[src/rtl/riscv_pkg.sv]
// ============================================================================
// Module      : riscv_pkg
// Description : Shared pipeline types and constants for the RISC-V core slice.
// Revision    : 1.0 - initial release
// ============================================================================
`default_nettype none

package riscv_pkg;

  localparam int REG_AW = 5;

  localparam logic [1:0] RESULT_SRC_LOAD = 2'b01;

  typedef enum logic [1:0] {
    FWD_RF  = 2'b00,
    FWD_WB  = 2'b01,
    FWD_MEM = 2'b10
  } fwd_sel_t;

endpackage

`default_nettype wire

[src/rtl/sat_counter.sv]
// ============================================================================
// Module      : sat_counter
// Description : Increment counter with synchronous clear; sticks at all-ones.
// Revision    : 1.0 - initial release
// ============================================================================
`default_nettype none

module sat_counter #(
  parameter int W = 32
) (
  input  logic         clk,
  input  logic         reset,
  input  logic         clr,
  input  logic         inc,
  output logic [W-1:0] count
);

  localparam logic [W-1:0] C_MAX = {W{1'b1}};

  logic [W-1:0] r_count;

  always_ff @(posedge clk or negedge reset) begin
    if (!reset) begin
      r_count <= '0;
    end else if (clr) begin
      r_count <= '0;
    end else if (inc && (r_count != C_MAX)) begin
      r_count <= r_count + 1'b1;
    end
  end

  assign count = r_count;

endmodule

`default_nettype wire

[src/rtl/hazard_unit.sv]
// ============================================================================
// Module      : hazard_unit
// Description : Load-use stall, branch flush and EX operand forwarding control,
//               with shadow MEM/WB destination tracking and perf counters.
// Revision    : 1.0 - initial release
// ============================================================================
`default_nettype none

module hazard_unit
  import riscv_pkg::*;
#(
  parameter int REG_AW = riscv_pkg::REG_AW,
  parameter int CNT_W  = 32
) (
  input  logic              clk,
  input  logic              reset,
  input  logic [REG_AW-1:0] Rs1D,
  input  logic [REG_AW-1:0] Rs2D,
  input  logic [REG_AW-1:0] Rs1E,
  input  logic [REG_AW-1:0] Rs2E,
  input  logic [REG_AW-1:0] RdE,
  input  logic              RegWriteE,
  input  logic [1:0]        ResultSrcE,
  input  logic              PCSrcE,
  input  logic              perf_clr,
  output logic              StallF,
  output logic              StallD,
  output logic              FlushD,
  output logic              FlushE,
  output logic [1:0]        ForwardAE,
  output logic [1:0]        ForwardBE,
  output logic [CNT_W-1:0]  stall_cnt,
  output logic [CNT_W-1:0]  flush_cnt
);

  // Shadow of the EX->MEM->WB destination pipeline; MEM and WB never stall.
  logic [REG_AW-1:0] r_rd_m;
  logic [REG_AW-1:0] r_rd_w;
  logic              r_rw_m;
  logic              r_rw_w;

  always_ff @(posedge clk or negedge reset) begin
    if (!reset) begin
      r_rd_m <= '0;
      r_rw_m <= 1'b0;
      r_rd_w <= '0;
      r_rw_w <= 1'b0;
    end else begin
      r_rd_m <= RdE;
      r_rw_m <= RegWriteE;
      r_rd_w <= r_rd_m;
      r_rw_w <= r_rw_m;
    end
  end

  function automatic fwd_sel_t fwd_sel(
    input logic [REG_AW-1:0] rs,
    input logic [REG_AW-1:0] rd_m,
    input logic              rw_m,
    input logic [REG_AW-1:0] rd_w,
    input logic              rw_w
  );
    fwd_sel_t sel;
    sel = FWD_RF;
    if (rs != '0) begin
      if (rw_m && (rd_m == rs)) begin
        sel = FWD_MEM;
      end else if (rw_w && (rd_w == rs)) begin
        sel = FWD_WB;
      end
    end
    return sel;
  endfunction

  fwd_sel_t w_fwd_a;
  fwd_sel_t w_fwd_b;
  logic     w_lw_stall;
  logic     w_stall;

  assign w_fwd_a = fwd_sel(Rs1E, r_rd_m, r_rw_m, r_rd_w, r_rw_w);
  assign w_fwd_b = fwd_sel(Rs2E, r_rd_m, r_rw_m, r_rd_w, r_rw_w);

  assign w_lw_stall = (ResultSrcE == RESULT_SRC_LOAD) && RegWriteE && (RdE != '0)
                      && ((RdE == Rs1D) || (RdE == Rs2D));

  // A taken branch discards the dependent instruction, so it overrides the stall.
  assign w_stall = w_lw_stall && !PCSrcE;

  assign StallF    = reset && w_stall;
  assign StallD    = reset && w_stall;
  assign FlushD    = reset && PCSrcE;
  assign FlushE    = reset && (w_lw_stall || PCSrcE);
  assign ForwardAE = reset ? w_fwd_a : FWD_RF;
  assign ForwardBE = reset ? w_fwd_b : FWD_RF;

  sat_counter #(.W(CNT_W)) u_stall_cnt (
    .clk   (clk),
    .reset (reset),
    .clr   (perf_clr),
    .inc   (w_stall),
    .count (stall_cnt)
  );

  sat_counter #(.W(CNT_W)) u_flush_cnt (
    .clk   (clk),
    .reset (reset),
    .clr   (perf_clr),
    .inc   (PCSrcE),
    .count (flush_cnt)
  );

endmodule

`default_nettype wire

[config.mk]
export PLATFORM = sky130hd
export DESIGN_NAME = hazard_unit
export DESIGN_NICKNAME = d
export VERILOG_FILES = /design/src/rtl/riscv_pkg.sv /design/src/rtl/sat_counter.sv /design/src/rtl/hazard_unit.sv
export SDC_FILE = /design/constraint.sdc
export NUM_CORES = 1
export LEC_CHECK = 0
export CORE_MARGIN = 3
export CORE_UTILIZATION = 56
export CTS_BUF_LIST = sky130_fd_sc_hd__clkbuf_4 sky130_fd_sc_hd__clkbuf_8
export CTS_CLUSTER_DIAMETER = 150
export CTS_CLUSTER_SIZE = 16
export DETAILED_ROUTE_END_ITERATION = 10
export PLACE_DENSITY_LB_ADDON = 0.08
export SETUP_SLACK_MARGIN = 0.15
export SLEW_MARGIN = 20
export SYNTH_ARGS = -nofsm -noshare
export SYNTH_HDL_FRONTEND = slang
export SYNTH_SLANG_ARGS = --single-unit
[constraint.sdc]
create_clock -name clk -period 3.8 [get_ports clk]
set_input_delay 0.76 -clock clk [delete_from_list [all_inputs] [get_ports clk]]
set_output_delay 0.76 -clock clk [all_outputs]
set_load 0.05 [all_outputs]
# Yosys cells after proc, flatten, opt, wreduce, memory -nomap -nowiden
# Cells that the tools add are included.
# W data, S select, Z words.
# op_classes
reduce_logical	21
n_shift	0
bitwise_logic	0
div_mod_pow	0
n_lt_le_gt_ge	0
n_mux	12
n_mul	0
eq_ne	9
addsub	2
# ops
cell	n
$mux W32	4
$add A32 B1 Y32 const B	2
$ne A32 B32 Y1 const B	2
$eq A5 B5 Y1	6
$reduce_bool A5 Y1	3
$logic_and A1 B1 Y1	13
$mux W2	6
$reduce_bool A2 Y1	2
$eq A2 B1 Y1 const B	1
$logic_or A1 B1 Y1	2
$mux W1	2
$logic_not A1 Y1	1
# totals
in_bits	32
register_bits	76
mem_bits_ro	0
memories	0
latchBits	0
ram_bits	0

# Logic depth before layout (Yosys ltp)
# Gate-level depths: netlist of run 1.
# logic_depth
depth_word	8
mapped_depth	9
mapped_depth_nobuf	7

# Hierarchy
# A second synthesis of run 1 with hierarchy kept.
# unflattened
hier_cells	472
area_unflattened_um2	4466.8
# by_module_without_submodules
mod	area_per_inst_um2	n_inst	seq_area_each_um2	cells_each
sat_counter	1854.3	2	800.8	198
hazard_unit	758.2	1	300.3	76

# Least setup slack after synthesis of run 1
# Ideal clock, no wire load.
# synth_path
path_type	input -> output
startpoint	in RdE[2]
endpoint	out StallF
stages	8
n_path_buf	3
t_required_ps	3040
path_slack_ps	373
arrival_time_ps	2667
path_cell_list	xor2_1 nor3_1 a22oi_1 nand2b_1 buf_2 buf_4 nor2_1 buf_4
# synth_between
elab_chain_cells	5
# synth_rtl
element	line	rtl
from (decl)	hazard_unit.sv:21	input logic [REG_AW-1:0] RdE,
$eq A5 B5 Y1 or $reduce_bool A5 Y1 (tied branches)	hazard_unit.sv:84, hazard_unit.sv:83	
$logic_or A1 B1 Y1 or $logic_and A1 B1 Y1 (tied branches)	hazard_unit.sv:84, hazard_unit.sv:83	
$logic_and A1 B1 Y1 *	hazard_unit.sv:84	&& ((RdE == Rs1D) || (RdE == Rs2D));
$logic_and A1 B1 Y1 *	hazard_unit.sv:87	assign w_stall = w_lw_stall && !PCSrcE;
$logic_and A1 B1 Y1 *	--	
to (decl)	hazard_unit.sv:26	output logic StallF,
# Every way passes the cells marked *; elsewhere a longest branch is shown, timed or not.

# Final worst setup path of run 1
# layout_path
startpoint	in RdE[1]
endpoint	out StallD
# layout_between
elab_chain_cells	5
# layout_rtl
element	line	rtl
$eq A5 B5 Y1 or $reduce_bool A5 Y1 (tied branches)	hazard_unit.sv:84, hazard_unit.sv:83	
$logic_or A1 B1 Y1 or $logic_and A1 B1 Y1 (tied branches)	hazard_unit.sv:84, hazard_unit.sv:83	
$logic_and A1 B1 Y1 *	hazard_unit.sv:84	
$logic_and A1 B1 Y1 *	hazard_unit.sv:87	
$logic_and A1 B1 Y1 *	hazard_unit.sv:90	assign StallD = reset && w_stall;
to (decl)	hazard_unit.sv:27	output logic StallD,
# Marked as above.

==> run summary, run 1 <==
## Worst setup path
• **Max Fanout on Critical Path** 4
• **nature of the critical path startpoint** input port
• **crit path cell chain** clkdlybuf4s50_1 -> or4_1 -> o2111ai_1 -> nor2_1 -> nand2b_1 -> nor2_1 -> buf_4
• **total number of cells along the worst setup path** 7
• **most repeated library cell on the critical path** sky130_fd_sc_hd__nor2_1
• **R2R depth** 9
• **type of the setup path with the least slack** in2out
• **Buf/Inv on CP** 2
• **CP arrival** 2560 ps
• **category of the worst setup path capture point** primary output
• **required time at the worst-slack endpoint** 3040 ps
• **CP max-delay cell** sky130_fd_sc_hd__or4_1
• **slowest cell delay on critical path** 540 ps
• **CP top delay family** simple AND/OR/NAND/NOR gates

## Detailed routing
• **vias** 3888
• **detailed router's first-iteration violation count** 228
• **aggregate routed wire length** 10700 um
• **number of iterations in the first detailed-routing pass** 5
• **routed metal-1 wirelength** 4890 um
• **DRT antenna net count** 0
• **number of design rule violations left after detail routing** 0
• **DR top layer** met4
• **Vias/cell** 5.79
• **Routed met3 length** 540 um
• **DR WL/cell** 16.0 um
• **DR WL met2** 5150 um

## Pwr
• **Leakage Power** 2.22 nW
• **internal power of the cells** 1.27 mW
• **cell area power density** 296 nW/um^2
• **total power** 1.65 mW
• **Flop pwr share** 0.500
• **Sw Share** 0.232
• **combinational share of power** 0.081
• **Clk pwr share** 0.418
• **maximum vdd ir drop** 0.205 mV
• **power dissipated by switching net loads** 384 uW

## Logic synthesis
• **prevailing post-synth register cell** sky130_fd_sc_hd__dfrtp_1
• **Synth top area share** 0.445
• **number of warnings printed during yosys synthesis** 0
• **basic-gate share of the synthesized area counting and, or, nand and nor cells** 0.305
• **dominant cells by area after synthesis** sky130_fd_sc_hd__dfrtp_1, sky130_fd_sc_hd__xor2_1, sky130_fd_sc_hd__nor2_1, sky130_fd_sc_hd__nand4_1, sky130_fd_sc_hd__xnor2_1
• **proportion of synthesized flip-flops having asynchronous set or reset** 1.00
• **number of unique standard cell types used by synthesis** 47
• **syn nets** 497
• **average size of a mapped cell** 9.23 sq um
• **xor/xnor share of the synthesized area** 0.125
• **main combinational cell family by area after synthesis** simple AND/OR/NAND/NOR gates
• **count of flip-flops with a built-in enable after synthesis** 0
• **number of instances in the synthesized netlist** 463
• **adder-cell share of the synthesized area** 0.00586
• **Seq cells post-synth** 76
• **multiplexer share of the synthesized area** 0.0152
• **cell with the most instances after synthesis** sky130_fd_sc_hd__dfrtp_1
• **largest area contributor in the synthesized netlist** sky130_fd_sc_hd__dfrtp_1
• **area fraction in compound gates after synthesis** 0.0761
• **summed instance area of the synthesized netlist** 4270 sq um
• **Post-synth top cells** sky130_fd_sc_hd__dfrtp_1, sky130_fd_sc_hd__nor2_1, sky130_fd_sc_hd__xor2_1, sky130_fd_sc_hd__nand3_1, sky130_fd_sc_hd__nand4_1
• **sequential element share of the synthesized area** 0.445

## Clocking
• **cts bufs inserted** 9
• **clock tree from TritonCTS** done
• **CTS Buffer Depth** 2
• **# hold bufs at CTS** 0
• **depth of the CTS H-tree** 3
• **Clk Tree Root Cell** sky130_fd_sc_hd__clkbuf_8
• **# resized after CTS** 0
• **Clock Latency Late Sink** 360 ps
• **sink count of the clock tree** 76
• **register clock-pin slew on the reported worst setup and hold paths** 70 ps
• **post-CTS repair timing setup buffer count** 0

## STA
• **worst slew margin relative to its limit** 0.341
• **transition at the pin with the smallest max-transition slack** 989 ps
• **maximum clock frequency** 301 MHz
• **final clock period utilization by the worst path** 0.875
• **Slew Viols, Final** 0
• **clock period minus final worst setup slack** 3320 ps
• **worst hold margin** 252 ps
• **unrepaired setup endpoints after global routing** no
• **least setup slack across all paths after layout** 477 ps
• **final-layout setup total negative slack** 0 ps
• **endpoints failing hold** 0
• **count of endpoints failing setup in the final report** 0
• **Post-Route Skew** 10.5 ps

## Placement
• **port bufs** 103
• **worst slack at placement** 450 ps
• **HPWL Detailed** 7650 um
• **Final GP Congestion** 0.801

## Floorplanning
• **initial core utilization** 0.583
• **vertical die dimension** 93.4 um
• **Die X** 93.4 um
• **io pins** 104
• **floorplan die area** 8710 sq um
• **area of the core** 7330 sq um
• **# rows** 31

## Layout
• **Post-layout nets** 601
• **Synth-to-Final Area Change** 30.7%
• **area occupied by multi-input gates** 2250 sq um
• **fill cell instance count of the final layout** 524
• **final antenna diode count** 0
• **layout cell share with drive strength beyond 1** 0.0804
• **Register Area** 1900 sq um

## Global route
• **initial antenna violation count** 0
• **gr ovfl total** 0
• **total global-route track usage** 0.255
• **largest net degree at the start of global routing** 65
• **via count of the first global-routing pass** 3762
• **global-route wire length before repair** 17800 um

## Min path
• **worst hold path type** in2async

## Run
• **Max Cap Viol** 0

## Run status
• **run status** finished clean

[area by class of cell]
cell class              count  share of cell area
clock buffers              11              0.0260
clock inverters             5              0.0134
inverters                  10             0.00672
multi-input cells         361               0.403
flip-flops and latches     76               0.341
well taps                  99              0.0222
repair buffers            109               0.188
[per-stage QoR]
stage	utilization	cell area, sq um	instances
4_1_cts	0.762	5590	671
2_1_floorplan	-	4270	463
5_1_grt	0.762	5590	671
3_3_place_gp	0.732	5370	655
3_5_place_dp	0.732	5370	655
6_report	0.762	5590	671
[flip-flops by register name, summed over array words and instances (netlist names)]
| register | cells |
|---|---|
| r_rd_m | 5 |
| r_rd_w | 5 |
| u_flush_cnt.count | 32 |
| u_stall_cnt.count | 32 |
| r_rw_m | 1 |
| r_rw_w | 1 |
[cell families after synthesis]
| logic type | after synthesis |
|---|---|
| flip-flops | 76 |
| XOR/XNOR | 61 |
| AO/OA/AOI/OAI | 57 |
| AND/OR/NAND/NOR | 235 |
| buffers and inverters | 26 |
| multiplexers | 6 |
| adder cells (fa/ha/maj) | 2 |
[final timing paths]
check	slack, ps	from	endpoint
min	250	reset	r_rw_w
max reg2reg	1220	u_stall_cnt.count[0]	u_stall_cnt.count[11]
max in group asynchronous	2490	reset	u_flush_cnt.count[22]
min in group clk	420	r_rw_m	r_rw_w
min reg2reg	420	r_rw_m	r_rw_w
max	480	RdE[1]	StallD
[power by group through the flow]
| stage | sequential, mW | clock, mW | combinational, mW |
|---|---|---|---|
| after floorplan | 0.848 | 0 | 0.0538 |
| after global placement | 0.842 | 0 | 0.132 |
| after detailed placement | 0.842 | 0 | 0.135 |
| after CTS | 0.826 | 0.700 | 0.136 |
| after global routing | 0.827 | 0.734 | 0.146 |
| final | 0.826 | 0.691 | 0.134 |
[layout by cell type (no fill, tap or decap), types with 2 or more instances in the layout]
cell type / synthesis / routed
sky130_fd_sc_hd__mux2_2: 4 / 4
sky130_fd_sc_hd__nand4_1: 29 / 29
sky130_fd_sc_hd__dfrtp_1: 76 / 76
sky130_fd_sc_hd__nand2b_1: 2 / 2
sky130_fd_sc_hd__nor3_1: 11 / 11
sky130_fd_sc_hd__inv_1: 10 / 10
sky130_fd_sc_hd__xor2_1: 42 / 42
sky130_fd_sc_hd__and4_1: 5 / 5
sky130_fd_sc_hd__and2_1: 5 / 5
sky130_fd_sc_hd__or3_1: 18 / 18
sky130_fd_sc_hd__nand2_1: 25 / 25
sky130_fd_sc_hd__o21ai_0: 17 / 17
sky130_fd_sc_hd__clkdlybuf4s50_1: 0 / 94
sky130_fd_sc_hd__mux2i_1: 2 / 2
sky130_fd_sc_hd__nor3b_1: 3 / 3
sky130_fd_sc_hd__nand3_1: 30 / 30
sky130_fd_sc_hd__or4_1: 10 / 10
sky130_fd_sc_hd__and3_1: 15 / 15
sky130_fd_sc_hd__nor2b_1: 4 / 4
sky130_fd_sc_hd__xnor2_1: 19 / 19
sky130_fd_sc_hd__nor4_1: 8 / 8
sky130_fd_sc_hd__clkbuf_8: 0 / 10
sky130_fd_sc_hd__a21oi_1: 26 / 26
sky130_fd_sc_hd__bufinv_16: 0 / 2
sky130_fd_sc_hd__clkinv_2: 0 / 3
sky130_fd_sc_hd__ha_1: 2 / 2
sky130_fd_sc_hd__o31ai_1: 7 / 7
sky130_fd_sc_hd__nor2_1: 58 / 58
sky130_fd_sc_hd__buf_4: 3 / 14
[layer usage]
metal	global-route usage	up-vias
li1	-	1875
met3	0.0402	15
met5	0	-
met4	0.0867	0
met1	0.354	1884
met2	0.407	114
Note: power is estimated with default switching activity, not from simulation.
==> inputs of run 2 (changes only) <==
--- a/config.mk
+++ b/config.mk
@@ -6,12 +6,12 @@
 export NUM_CORES = 1
 export LEC_CHECK = 0
 export CORE_MARGIN = 3
-export CORE_UTILIZATION = 56
+export CORE_UTILIZATION = 45
 export CTS_BUF_LIST = sky130_fd_sc_hd__clkbuf_4 sky130_fd_sc_hd__clkbuf_8
 export CTS_CLUSTER_DIAMETER = 150
 export CTS_CLUSTER_SIZE = 16
 export DETAILED_ROUTE_END_ITERATION = 10
-export PLACE_DENSITY_LB_ADDON = 0.08
+export PLACE_DENSITY = 0.8
 export SETUP_SLACK_MARGIN = 0.15
 export SLEW_MARGIN = 20
 export SYNTH_ARGS = -nofsm -noshare
==> run 2 against run 1 <==
Combinational power barely moved. Cell count rose by 3.9%. Clock skew rose by 1.4 ps. Critical endpoint is now StallF.
==> run summary, run 2 (synthesis results as in run 1) <==
## Floorplanning
• **area of the core** 8980 sq um, was 7330 sq um
• **floorplan die area** 10700 sq um, was 8710 sq um
• **initial core utilization** 0.476, was 0.583
• **# rows** 34, was 31
• **vertical die dimension** 103 um, was 93.4 um
• **Die X** 103 um, was 93.4 um
• **io pins** 104, unchanged

## STA
• **Post-Route Skew** 11.9 ps, was 10.5 ps
• **transition at the pin with the smallest max-transition slack** 998 ps, was 989 ps
• **maximum clock frequency** 299 MHz, was 301 MHz
• **clock period minus final worst setup slack** 3350 ps, was 3320 ps
• **count of endpoints failing setup in the final report** 0, unchanged
• **final-layout setup total negative slack** 0 ps, unchanged
• **endpoints failing hold** 0, unchanged
• **Slew Viols, Final** 0, unchanged
• **final clock period utilization by the worst path** 0.881, was 0.875
• **unrepaired setup endpoints after global routing** no, unchanged
• **worst slew margin relative to its limit** 0.328, was 0.341

## Detailed routing
• **aggregate routed wire length** 11000 um, was 10700 um
• **number of iterations in the first detailed-routing pass** 4, was 5
• **DR WL/cell** 15.7 um, was 16.0 um
• **number of design rule violations left after detail routing** 0, unchanged
• **detailed router's first-iteration violation count** 215, was 228
• **Vias/cell** 5.63, was 5.79
• **vias** 3924, was 3888
• **DRT antenna net count** 0, unchanged

## Worst setup path
• **R2R depth** 6, was 9
• **type of the setup path with the least slack** in2out, unchanged
• **category of the worst setup path capture point** primary output, unchanged
• **CP max-delay cell** sky130_fd_sc_hd__or4_1, unchanged
• **required time at the worst-slack endpoint** 3040 ps, about the same
• **crit path cell chain** clkdlybuf4s50_1 -> or4_1 -> o2111ai_1 -> nor2_1 -> nand2b_1 -> nor2_1 -> buf_4, unchanged
• **Buf/Inv on CP** 2, unchanged
• **slowest cell delay on critical path** 560 ps, was 540 ps
• **Max Fanout on Critical Path** 4, unchanged
• **CP top delay family** simple AND/OR/NAND/NOR gates, unchanged
• **CP arrival** 2590 ps, was 2560 ps
• **nature of the critical path startpoint** input port, unchanged
• **total number of cells along the worst setup path** 7, unchanged
• **most repeated library cell on the critical path** sky130_fd_sc_hd__nor2_1, unchanged

## Clocking
• **Clk Tree Root Cell** sky130_fd_sc_hd__clkbuf_8, unchanged
• **# hold bufs at CTS** 0, unchanged
• **# resized after CTS** 0, unchanged
• **cts bufs inserted** 9, unchanged
• **clock tree from TritonCTS** done, unchanged
• **CTS Buffer Depth** 2, unchanged
• **post-CTS repair timing setup buffer count** 0, unchanged
• **Clock Latency Late Sink** 350 ps, was 360 ps
• **sink count of the clock tree** 76, unchanged
• **register clock-pin slew on the reported worst setup and hold paths** 80 ps, was 70 ps
• **depth of the CTS H-tree** 3, unchanged

## Global route
• **via count of the first global-routing pass** 3670, was 3762
• **initial antenna violation count** 0, unchanged
• **largest net degree at the start of global routing** 53, was 65
• **global-route wire length before repair** 17800 um, about the same
• **total global-route track usage** 0.212, was 0.255
• **gr ovfl total** 0, unchanged

## Placement
• **HPWL Detailed** 8010 um, was 7650 um
• **port bufs** 103, unchanged
• **number of cells in the design after placement** 682, was 655
• **Final GP Congestion** 0.853, was 0.801

## Pwr
• **cell area power density** 288 nW/um^2, was 296 nW/um^2
• **Leakage Power** 2.21 nW, was 2.22 nW
• **maximum vdd ir drop** 0.197 mV, was 0.205 mV

## Layout
• **most common cell after layout, fill and taps aside** sky130_fd_sc_hd__clkdlybuf4s50_1, unchanged
• **most frequent cells in the layout** sky130_fd_sc_hd__clkdlybuf4s50_1, sky130_fd_sc_hd__dfrtp_1, sky130_fd_sc_hd__nor2_1, sky130_fd_sc_hd__xor2_1, sky130_fd_sc_hd__nand3_1, unchanged
• **Synth-to-Final Area Change** 31.3%, was 30.7%
• **fill cell instance count of the final layout** 760, was 524
• **final antenna diode count** 0, unchanged
• **post-route insts no fill** 697, was 671
• **layout cell share with drive strength beyond 1** 0.0788, was 0.0804
• **Post-layout nets** 601, unchanged

## Run
• **Max Cap Viol** 0, unchanged

## Min path
• **worst hold path type** in2async, unchanged

## Run status
• **run status** finished clean, unchanged

==> run 2: cell count changes in the layout (fill, tap and decap cells not counted), sizes merged <==
cell      delta
bufinv       -1
clkbuf       +1
clkinvlp     +2
clkinv       -3
==> run 2: path summary, 6_finish.rpt <==
| path | from | endpoint | slack, ps |
|---|---|---|---|
| min in group clk | r_rw_m | r_rw_w | 400 |
| min reg2reg | r_rw_m | r_rw_w | 400 |
| max reg2reg | u_flush_cnt.count[3] | u_flush_cnt.count[31] | 1180 |
| max | RdE[1] | StallF | 450 |
| min | reset | r_rd_w[2] | 250 |
| max in group asynchronous | reset | u_stall_cnt.count[27] | 2820 |
==> run 2: through the flow <==
stage | utilization | power (mW) | area, sq um | worst slack, ps | hold slack [ps]
2_1_floorplan | - | 0.901 | 4270 | 373 | 359
3_3_place_gp | 0.601 | 0.976 | 5400 | 469 | 380
3_5_place_dp | 0.601 | 0.979 | 5400 | 447 | 386
4_1_cts | 0.625 | 1.63 | 5610 | 441 | 239
5_1_grt | 0.625 | 1.68 | 5610 | 351 | 244
6_report | 0.625 | 1.62 | 5610 | 454 | 255
==> run 2: final cells by class <==
cell class                 instances  area, sq um  share of cell area
timing repair buffer             109         1050               0.187
clock inverter                     3         45.0             0.00803
inverter                          10         37.5             0.00669
tap                              126          158              0.0281
multi-input combinational        361         2250               0.401
sequential                        76         1900               0.339
clock buffer                      12          165              0.0294
==> run 2: power breakdown <==
part           total (mW)  internal (mW)  leakage, nW  switching, mW
clock network       0.655          0.354        0.101          0.302
registers           0.826          0.817         1.03        0.00914
logic               0.135         0.0593         1.08         0.0760
total                1.62           1.23         2.21          0.387
==> run 2: metal layers <==
metal	global-route usage	wire length (um)	vias up
met4	0.0757	154	0
met5	0	0	-
met2	0.334	5460	121
li1	-	-	1877
met3	0.0416	662	15
met1	0.292	4700	1911
==> inputs of run 3 (changes only) <==
==> constraint.sdc (replaced) <==
create_clock -name clk -period 3.1 [get_ports clk]
set_input_delay 0.62 -clock clk [delete_from_list [all_inputs] [get_ports clk]]
set_output_delay 0.62 -clock clk [all_outputs]
set_load 0.05 [all_outputs]
==> run 3 against run 2 <==
Critical path depth stayed put. Non-clock buffer count is 8 higher. Worst hold slack better by 170 ps. Global-route usage increased by 0.94 points. Die area is the same.
==> run summary, run 3 (synthesis results as in run 1) <==
## Worst setup path
• **slowest cell delay on critical path** 550 ps, was 560 ps
• **type of the setup path with the least slack** in2out, unchanged
• **R2R depth** 7, was 6
• **Max Fanout on Critical Path** 3, was 4
• **Register-to-Register Setup Slack** 780 ps, was 1180 ps
• **total number of cells along the worst setup path** 7, unchanged
• **CP top delay family** simple AND/OR/NAND/NOR gates, unchanged
• **required time at the worst-slack endpoint** 2480 ps, was 3040 ps
• **startpoint of the worst register-to-register path** u_flush_cnt.count[3], unchanged
• **category of the worst setup path capture point** primary output, unchanged
• **CP arrival** 2280 ps, was 2590 ps
• **crit path cell chain** clkdlybuf4s50_1 -> or4_4 -> o2111ai_2 -> nor2_1 -> nand2b_1 -> nor2_2 -> buf_4, was clkdlybuf4s50_1 -> or4_1 -> o2111ai_1 -> nor2_1 -> nand2b_1 -> nor2_1 -> buf_4
• **nature of the critical path startpoint** input port, unchanged
• **Buf/Inv on CP** 2, unchanged
• **CP max-delay cell** sky130_fd_sc_hd__or4_4, was sky130_fd_sc_hd__or4_1
• **FF-to-FF End** u_flush_cnt.count[19], was u_flush_cnt.count[31]

## Detailed routing
• **Vias/cell** 5.66, was 5.63
• **DRT antenna net count** 0, unchanged
• **number of design rule violations left after detail routing** 0, unchanged
• **aggregate routed wire length** 11400 um, was 11000 um
• **number of iterations in the first detailed-routing pass** 5, was 4
• **DR WL/cell** 16.1 um, was 15.7 um
• **vias** 3995, was 3924
• **detailed router's first-iteration violation count** 206, was 215

## Pwr
• **maximum vdd ir drop** 0.246 mV, was 0.197 mV
• **internal power of the cells** 1.53 mW, was 1.23 mW
• **Leakage Power** 2.30 nW, was 2.21 nW
• **cell area power density** 349 nW/um^2, was 288 nW/um^2
• **power dissipated by switching net loads** 492 uW, was 387 uW
• **total power** 2.02 mW, was 1.62 mW
• **Sw Share** 0.243, was 0.239
• **Flop pwr share** 0.501, was 0.511
• **Clk pwr share** 0.412, was 0.405
• **combinational share of power** 0.087, was 0.084

## Global route
• **global-route wire length before repair** 18800 um, was 17800 um
• **largest net degree at the start of global routing** 77, was 53
• **total global-route track usage** 0.221, was 0.212
• **gr ovfl total** 0, unchanged
• **initial antenna violation count** 0, unchanged
• **via count of the first global-routing pass** 3905, was 3670

## STA
• **Post-Route Skew** 7.04 ps, was 11.9 ps
• **transition at the pin with the smallest max-transition slack** 979 ps, was 998 ps
• **unrepaired setup endpoints after global routing** yes, was no
• **final-layout setup total negative slack** 0 ps, unchanged
• **worst slew margin relative to its limit** 0.348, was 0.328
• **Slew Viols, Final** 0, unchanged
• **count of endpoints failing setup in the final report** 0, unchanged
• **endpoints failing hold** 0, unchanged
• **clock period minus final worst setup slack** 2900 ps
• **maximum clock frequency** 345 MHz
• **final clock period utilization by the worst path** 0.935

## Placement
• **HPWL Detailed** 8310 um, was 8010 um
• **port bufs** 103, unchanged
• **Final GP Congestion** 0.874, was 0.853
• **number of cells in the design after placement** 690, was 682

## Layout
• **most common cell after layout, fill and taps aside** sky130_fd_sc_hd__clkdlybuf4s50_1, unchanged
• **post-route insts no fill** 706, was 697
• **layout cell share with drive strength beyond 1** 0.110, was 0.0788
• **Post-layout nets** 609, was 601
• **Synth-to-Final Area Change** 35.6%, was 31.3%
• **most frequent cells in the layout** sky130_fd_sc_hd__clkdlybuf4s50_1, sky130_fd_sc_hd__dfrtp_1, sky130_fd_sc_hd__nor2_1, sky130_fd_sc_hd__xor2_1, sky130_fd_sc_hd__nand3_1, unchanged
• **post-layout util** 0.646, was 0.625
• **final antenna diode count** 0, unchanged

## Min path
• **Hold Path Sink** r_rw_w
• **cell count of the worst hold path** 0
• **launch point of the worst hold path** r_rw_m
• **worst hold path type** reg2reg, was in2async

## Clocking
• **post-CTS repair timing setup buffer count** 0, unchanged
• **sink count of the clock tree** 76, unchanged
• **cts bufs inserted** 9, unchanged
• **depth of the CTS H-tree** 3, unchanged
• **# hold bufs at CTS** 0, unchanged
• **CTS Buffer Depth** 2, unchanged
• **clock tree from TritonCTS** done, unchanged
• **Clock Latency Late Sink** 350 ps, about the same
• **Clk Tree Root Cell** sky130_fd_sc_hd__clkbuf_8, unchanged
• **register clock-pin slew on the reported worst setup and hold paths** 80 ps, about the same

## Run status
• **run status** finished clean, unchanged

## Floorplanning
• **floorplan die area** 10700 sq um, unchanged
• **initial core utilization** 0.476, unchanged
• **area of the core** 8980 sq um, unchanged
• **vertical die dimension** 103 um, unchanged
• **# rows** 34, unchanged
• **Die X** 103 um, unchanged
• **io pins** 104, unchanged

## Run
• **Max Cap Viol** 0, unchanged

[run 3: cell count changes in the layout (fill, tap and decap cells not counted), moves of 3 or more]
cell / before / now
sky130_fd_sc_hd__buf_4: 14 / 17
sky130_fd_sc_hd__nor4_1: 8 / 5
sky130_fd_sc_hd__buf_12: 0 / 6
sky130_fd_sc_hd__nor4_2: 1 / 4
sky130_fd_sc_hd__clkbuf_8: 12 / 9
sky130_fd_sc_hd__clkinv_2: 0 / 3
sky130_fd_sc_hd__clkdlybuf4s50_1: 94 / 91
[run 3: worst max path at each step]
| stage | slack (ps) | start | to |
|---|---|---|---|
| 6_report | 200 | RdE[1] | StallD |
| 5_1_grt | 140 | RdE[1] | StallF |
| 4_1_cts | 160 | RdE[1] | StallD |
| 3_5_place_dp | 50 | RdE[2] | StallD |
| 3_3_place_gp | 80 | RdE[2] | StallF |
| 2_1_floorplan | 140 | Rs1E[2] | ForwardAE[1] |
[run 3: what timing repair did]
item	CTS	global route
endpoints found under the setup margin	4	4
gates resized for setup	3	4
gates cloned	0	0
pin swaps	1	1
[run 3: area by class of cell]
cell class	count	area (sq um)
Tap cell	126	158
Inverter	10	37.5
Clock buffer	9	124
Fill cell	726	3180
Timing Repair Buffer	117	1180
Clock inverter	7	91.3
Multi-Input combinational cell	361	2300
Sequential cell	76	1900
[run 3: worst reg2reg max path: stages (launching register included)]
cell and delay (ps):
sky130_fd_sc_hd__dfrtp_1 450, sky130_fd_sc_hd__nand4_1 340, sky130_fd_sc_hd__nor3_1 390, sky130_fd_sc_hd__nand4_1 370, sky130_fd_sc_hd__buf_4 310, sky130_fd_sc_hd__nand4_1 130
sky130_fd_sc_hd__xor2_1 170, sky130_fd_sc_hd__nor2_1 50
[run 3: power by group through the flow]
| stage | combinational [mW] | sequential (mW) | clock, mW |
|---|---|---|---|
| 2_1_floorplan | 0.0670 | 1.04 | 0 |
| 3_3_place_gp | 0.170 | 1.03 | 0 |
| 3_5_place_dp | 0.175 | 1.03 | 0 |
| 4_1_cts | 0.176 | 1.01 | 0.851 |
| 5_1_grt | 0.194 | 1.01 | 0.901 |
| 6_report | 0.176 | 1.01 | 0.832 |
[run 3: through the flow]
step           cell area, sq um  setup WS [ps]  hold WS, ps
2_1_floorplan              4290            136          324
3_3_place_gp               5550           78.0          381
3_5_place_dp               5550           53.6          408
4_1_cts                    5780            158          426
5_1_grt                    5790            144          427
6_report                   5790            200          426
[run 3: per-layer routing]
| metal | vias to the layer above | track usage | part of all wire | wire [um] |
|---|---|---|---|---|
| li1 | 1888 | - | - | - |
| met1 | 1961 | 0.291 | 0.42 | 4810 |
| met2 | 122 | 0.361 | 0.50 | 5720 |
| met3 | 24 | 0.0557 | 0.053 | 598 |
| met4 | 0 | 0.0667 | 0.020 | 224 |
| met5 | - | 0 | 0 | 0 |
